`src/rtl/ctrl_packet_encoder_pkg.sv`:
```
// Shared control-packet types, field positions and the encode function.
// The decoder uses the same constants and encode_ctrl for its parity check.
package ctrl_packet_encoder_pkg;

  typedef enum logic [1:0] {
    OP_NOP     = 2'd0,
    OP_LOAD    = 2'd1,
    OP_STORE   = 2'd2,
    OP_COMPUTE = 2'd3
  } op_code_e;

  typedef enum logic [1:0] {
    COMP_ADD  = 2'd0,
    COMP_MUL  = 2'd1,
    COMP_MAX  = 2'd2,
    COMP_RELU = 2'd3
  } comp_type_e;

  typedef struct packed {
    logic [7:0] unit_id;
    op_code_e   op_code;
    comp_type_e comp_type;
    logic [3:0] addr;
    logic       valid;
    logic [2:0] size;
  } decoded_ctrl_t;

  typedef struct packed {
    logic [7:0] unit_id;
    logic [5:0] ctrl;
    logic [7:0] cfg;
  } ctrl_packet_t;

  localparam int unsigned CTRL_OP_LSB     = 4;
  localparam int unsigned CTRL_COMP_LSB   = 2;
  localparam int unsigned CTRL_VALID_BIT  = 1;
  localparam int unsigned CTRL_PARITY_BIT = 0;
  localparam int unsigned CFG_ADDR_LSB    = 4;
  localparam int unsigned CFG_SIZE_LSB    = 1;

  // Parity bit makes the whole 22-bit packet even parity.
  function automatic ctrl_packet_t encode_ctrl(input decoded_ctrl_t c);
    ctrl_packet_t p;
    p = '0;
    p.unit_id                      = c.unit_id;
    p.ctrl[CTRL_OP_LSB +: 2]       = c.op_code;
    p.ctrl[CTRL_COMP_LSB +: 2]     = c.comp_type;
    p.ctrl[CTRL_VALID_BIT]         = 1'b1;
    p.cfg[CFG_ADDR_LSB +: 4]       = c.addr;
    p.cfg[CFG_SIZE_LSB +: 3]       = c.size;
    p.ctrl[CTRL_PARITY_BIT]        = ^p;
    return p;
  endfunction

endpackage

```
`src/rtl/ctrl_packet_encoder_cmd_fifo.sv`:
```
// Synchronous command FIFO with flush; DEPTH must be a power of two >= 2.
module ctrl_packet_encoder_cmd_fifo #(
  parameter int unsigned WIDTH = 20,
  parameter int unsigned DEPTH = 4
) (
  input  logic                       clk,
  input  logic                       rst_n,
  input  logic                       flush,
  input  logic                       push,
  input  logic                       pop,
  input  logic [WIDTH-1:0]           wdata,
  output logic [WIDTH-1:0]           rdata,
  output logic [$clog2(DEPTH):0]     count,
  output logic                       empty,
  output logic                       full
);

  localparam int unsigned AW = $clog2(DEPTH);
  localparam int unsigned CW = AW + 1;

  logic [WIDTH-1:0] mem [DEPTH];
  logic [AW-1:0]    wr_ptr;
  logic [AW-1:0]    rd_ptr;
  logic             do_push;
  logic             do_pop;

  assign full    = (count == CW'(DEPTH));
  assign empty   = (count == '0);
  assign do_push = push && !full;
  assign do_pop  = pop && !empty;
  assign rdata   = mem[rd_ptr];

  // Pointers wrap naturally because DEPTH is a power of two.
  always_ff @(posedge clk or negedge rst_n) begin
    if (!rst_n) begin
      wr_ptr <= '0;
      rd_ptr <= '0;
      count  <= '0;
    end else if (flush) begin
      wr_ptr <= '0;
      rd_ptr <= '0;
      count  <= '0;
    end else begin
      if (do_push) wr_ptr <= wr_ptr + AW'(1);
      if (do_pop)  rd_ptr <= rd_ptr + AW'(1);
      case ({do_push, do_pop})
        2'b10:   count <= count + CW'(1);
        2'b01:   count <= count - CW'(1);
        default: count <= count;
      endcase
    end
  end

  always_ff @(posedge clk) begin
    if (do_push && !flush) mem[wr_ptr] <= wdata;
  end

endmodule

```
`src/rtl/ctrl_packet_encoder.sv`:
```
// Buffers decoded control commands, encodes them with parity and drives them
// onto the unit control bus; invalid (and optionally NOP) commands are dropped.
module ctrl_packet_encoder
  import ctrl_packet_encoder_pkg::*;
#(
  parameter int unsigned FIFO_DEPTH = 4,
  parameter bit          DROP_NOP   = 1'b1,
  parameter int unsigned CNT_WIDTH  = 16
) (
  input  logic                          clk,
  input  logic                          rst_n,
  input  logic                          in_valid,
  output logic                          in_ready,
  input  decoded_ctrl_t                 in_cmd,
  input  logic                          flush,
  output logic                          pkt_valid,
  input  logic                          pkt_ready,
  output ctrl_packet_t                  pkt_out,
  output logic [$clog2(FIFO_DEPTH):0]   fifo_count,
  output logic [CNT_WIDTH-1:0]          drop_count,
  output logic                          busy
);

  decoded_ctrl_t head;
  logic          fifo_empty;
  logic          fifo_full;
  logic          accept;
  logic          keep;
  logic          push;
  logic          drop;
  logic          load;

  // in_ready only sees registered state and flush, never pkt_ready.
  assign in_ready = !flush && !fifo_full;
  assign accept   = in_valid && in_ready;
  assign keep     = in_cmd.valid && !(DROP_NOP && (in_cmd.op_code == OP_NOP));
  assign push     = accept && keep;
  assign drop     = accept && !keep;
  assign load     = !fifo_empty && (!pkt_valid || pkt_ready);
  assign busy     = (fifo_count != '0) || pkt_valid;

  ctrl_packet_encoder_cmd_fifo #(
    .WIDTH ($bits(decoded_ctrl_t)),
    .DEPTH (FIFO_DEPTH)
  ) u_cmd_fifo (
    .clk   (clk),
    .rst_n (rst_n),
    .flush (flush),
    .push  (push),
    .pop   (load),
    .wdata (in_cmd),
    .rdata (head),
    .count (fifo_count),
    .empty (fifo_empty),
    .full  (fifo_full)
  );

  // Output register: holds while stalled, refills from the FIFO head.
  always_ff @(posedge clk or negedge rst_n) begin
    if (!rst_n) begin
      pkt_valid <= 1'b0;
      pkt_out   <= '0;
    end else if (flush) begin
      pkt_valid <= 1'b0;
      pkt_out   <= '0;
    end else if (load) begin
      pkt_valid <= 1'b1;
      pkt_out   <= encode_ctrl(head);
    end else if (pkt_ready) begin
      pkt_valid <= 1'b0;
    end
  end

  // Saturating drop counter survives flush.
  always_ff @(posedge clk or negedge rst_n) begin
    if (!rst_n) begin
      drop_count <= '0;
    end else if (drop && (drop_count != '1)) begin
      drop_count <= drop_count + CNT_WIDTH'(1);
    end
  end

endmodule
```
`config.mk`:
```
export PLATFORM = sky130hd
export DESIGN_NAME = ctrl_packet_encoder
export DESIGN_NICKNAME = d
export VERILOG_FILES = /design/src/rtl/ctrl_packet_encoder_pkg.sv /design/src/rtl/ctrl_packet_encoder_cmd_fifo.sv /design/src/rtl/ctrl_packet_encoder.sv
export SDC_FILE = /design/constraint.sdc
export NUM_CORES = 1
export LEC_CHECK = 0
export ABC_AREA = 1
export BUFFER_PORTS_ARGS = -buffer_cell sky130_fd_sc_hd__buf_2
export CAP_MARGIN = 5
export CORE_MARGIN = 5
export CORE_UTILIZATION = 58
export CTS_CLUSTER_SIZE = 30
export DETAILED_ROUTE_END_ITERATION = 6
export GPL_TIMING_DRIVEN = 1
export PLACE_DENSITY = 0.8
export SYNTH_ARGS = -nofsm -noshare
export SYNTH_HDL_FRONTEND = slang
export SYNTH_SLANG_ARGS = --single-unit
```
`constraint.sdc`:
```
create_clock -name clk -period 2.4 [get_ports clk]
set_input_delay 0.24 -clock clk [delete_from_list [all_inputs] [get_ports clk]]
set_output_delay 0.24 -clock clk [all_outputs]
set_load 0.02 [all_outputs]
```
==> impl_metrics.toml <==
[die]
core-area_um2 = 9240
dieHeight_um = 107
io_pins = 69
dieArea_um2 = 11500
initial_core_util_pct = 59.4
rows = 35
die_w_um = 107

[synth]
synth_cell_types = 28
ys_ff_latch = 121
syn-cell-area_um2 = 5490
syn_avg_cell_area_um2 = 9.52
yosys.area_share.adder_pct = 1.50
synth-compound-area-share_pct = 3.01
synthCells = 577
synth_mux_area_share_pct = 0
yosysWarnings = 0
synth_xor_area_share_pct = 3.19
synthSimpleGateAreaFrac_pct = 25.1
yosysSeqAreaShare_pct = 62.1
syn_nets = 608
synth_top_family_by_area = "simple AND/OR/NAND/NOR gates"

[layout]
postLayoutCellArea_um2 = 6740
fillCellCount = 615
drive_gt1_share_pct = 17.3
final_common_cell = "nand2_1"
diodes = 0
area_delta_synth_final_pct = 22.8
nets = 704
most-common-layout-cells = "240 x nand2_1, 76 x edfxtp_1, 67 x buf_2"

[place]
placed_area_um2 = 5950
globalplace.congestion = 0.866
post-dp-hpwl_um = 8020
post-place-ws_ns = 0.355
port_buffers = 67

[clock_tree]
post_cts.repair.setup_buffers = 0
cts_tree = "yes"
worstSkewPairLatency_ns = 0.52
cts_buffers = 17
clockRootBuffer = "clkbuf_8"
cts_htree_levels = 4
cts_buffer_depth = 2
path_clk_slew_ns = 0.06
cts_num_sinks = 121

[critical_path]
start_kind = "flop"
worstSetupPathType = "flop to flop"
r2r-start = "u_cmd_fifo.rd_ptr[1]"
cp-endpoint = "pkt_out[8]"
r2r_slack_ns = 0.22
critPathRequiredTime_ns = 2.81
worst_ep_arrival_time_ns = 2.58
r2r-end = "pkt_out[8]"
r2r_cells = 14
cp-end-kind = "flop"
cp_max_fo = 29
cp-startpoint = "u_cmd_fifo.rd_ptr[1]"

[timing]
setup_viol_count_final = 0
clock_skew_ns = 0.00749
finalHoldWorstSlack_ns = 0.0748
slew_viol_final = 0
worstMarginPinSlew_ns = 1.04
period_needed_ns = 2.18
rsz0062_at_grt = "no"
period_share_pct = 90.7
slew_headroom_pct = 30.9
fin_ws_ns = 0.223
clock.fmax_mhz = 459
hold_viol = 0

[power]
power_leakage_uw = 0.00315
powerDensity_nw_per_um2 = 1180
ir_drop_v = 0.000652
fin_total_pwr_uw = 7990

[route]
drt_wl_total_um = 12600
drc = 0
viasPerCell = 5.39
drtPass1Iterations = 6
antenna_left = 0
wl_per_cell_um = 15.4
drtIter0Drc = 377
vias = 4395

[global_route]
grt_pass1_vias = 4281
grt_max_degree = 46
grt_pass1_wl_um = 20400
grt_overflow = 0
grt_usage_pct = 23.0
grt_antenna_before_repair = 0

[status]
status = "completed"

[flow_run]
cap_violations = 0

[hold_path]
hold_depth = 4
hp-class = "input pin to flop"
==> cells in the mapped netlist <==
cell	n	area share [%]
a21oi_1	2	0.18
a21oi_2	1	0.16
buf_2	11	1.0
buf_4	1	0.14
buf_6	3	0.62
clkbuf_1	4	0.27
conb_1	1	0.068
dfrtp_1	45	21
edfxtp_1	76	42
fa_1	1	0.36
ha_1	5	1.1
inv_1	42	2.9
inv_2	2	0.14
nand2_1	240	16
nand2_2	3	0.34
nand3_1	56	5.1
nand3_2	1	0.18
nand4_1	1	0.11
nor2_1	20	1.4
nor2_2	2	0.23
nor2_4	2	0.41
nor3_1	7	0.64
nor3_2	1	0.18
nor3b_1	1	0.14
o21ai_0	28	2.6
o22ai_1	1	0.11
xnor2_1	7	1.1
xor2_1	13	2.1
==> cell type report <==
| cell class | count | area, um^2 | area share (%) |
|---|---|---|---|
| Clock buffer | 19 | 442 | 6.55 |
| Timing Repair Buffer | 96 | 618 | 9.17 |
| Tap cell | 129 | 161 | 2.39 |
| Inverter | 44 | 165 | 2.45 |
| Clock inverter | 13 | 143 | 2.12 |
| Multi-Input combinational cell | 393 | 1810 | 26.8 |
| Sequential cell | 121 | 3410 | 50.5 |
==> repair_timing <==
action / in CTS / in global routing
resized for setup: 0 / 0
setup endpoints to repair: 0 / 0
hold endpoints to repair: 122 / 0
hold buffers: 21 / 0
==> power breakdown <==
part,internal (uW),switching [uW],total [uW]
clock network,1540,944,2490
registers,2470,180,2650
logic,883,1970,2850
==> per-layer routing <==
metal,GRT usage (%),up-vias,routed length [um]
li1,-,2067,-
met1,29.1,2075,5050
met2,38.4,214,6320
met3,5.22,39,912
met4,8.95,0,303
met5,0,-,0
==> through the flow <==
| stage | setup TNS, ns | cells | utilization (%) |
|---|---|---|---|
| 2_1_floorplan | -1.87 | 577 | - |
| 5_1_grt | 0 | 815 | 73.0 |
| 3_3_place_gp | 0 | 762 | 64.4 |
| 3_5_place_dp | 0 | 762 | 64.4 |
| 4_1_cts | 0 | 815 | 73.0 |
| 6_report | 0 | 815 | 73.0 |
==> critical path, cell delays in order (launching register included) <==
cell,delay (ns)
dfrtp_1,0.40
inv_2,0.43
nand3_1,0.23
nand2_1,0.17
nand3_1,0.13
nand2_1,0.09
nand2_1,0.08
nand2_1,0.07
nand2_1,0.07
nand2_1,0.07
nand2_1,0.06
nand2_1,0.06
nand2_1,0.05
nand3_1,0.08
nand2_1,0.05
==> sequential cells by signal (all words and copies together), names as in the netlist <==
register and count:
u_cmd_fifo.rd_ptr 2, pkt_valid 1, u_cmd_fifo.count 3, drop_count 16
u_cmd_fifo.mem 76, pkt_out 21, u_cmd_fifo.wr_ptr 2
==> cell families (layout without fill, tap and decap cells) <==
group,Yosys count,count (layout)
buf+inv,63,172
flops,121,121
fa+ha+maj,6,6
xor+xnor,20,20
simple gates,334,334
compound gates,32,32
other cells,1,1
==> worst min-delay path by stage <==
stage          slack (ns)  startpoint               endpoint
6_report             0.07   pkt_ready              pkt_valid
5_1_grt               0.1   pkt_ready              pkt_valid
4_1_cts              0.06   pkt_ready              pkt_valid
3_5_place_dp         0.46   in_cmd[9]   u_cmd_fifo.mem[0][9]
3_3_place_gp         0.45  in_cmd[12]  u_cmd_fifo.mem[0][12]
2_1_floorplan       -0.06       rst_n          drop_count[0]
Power figures use the tool's default switching activity.
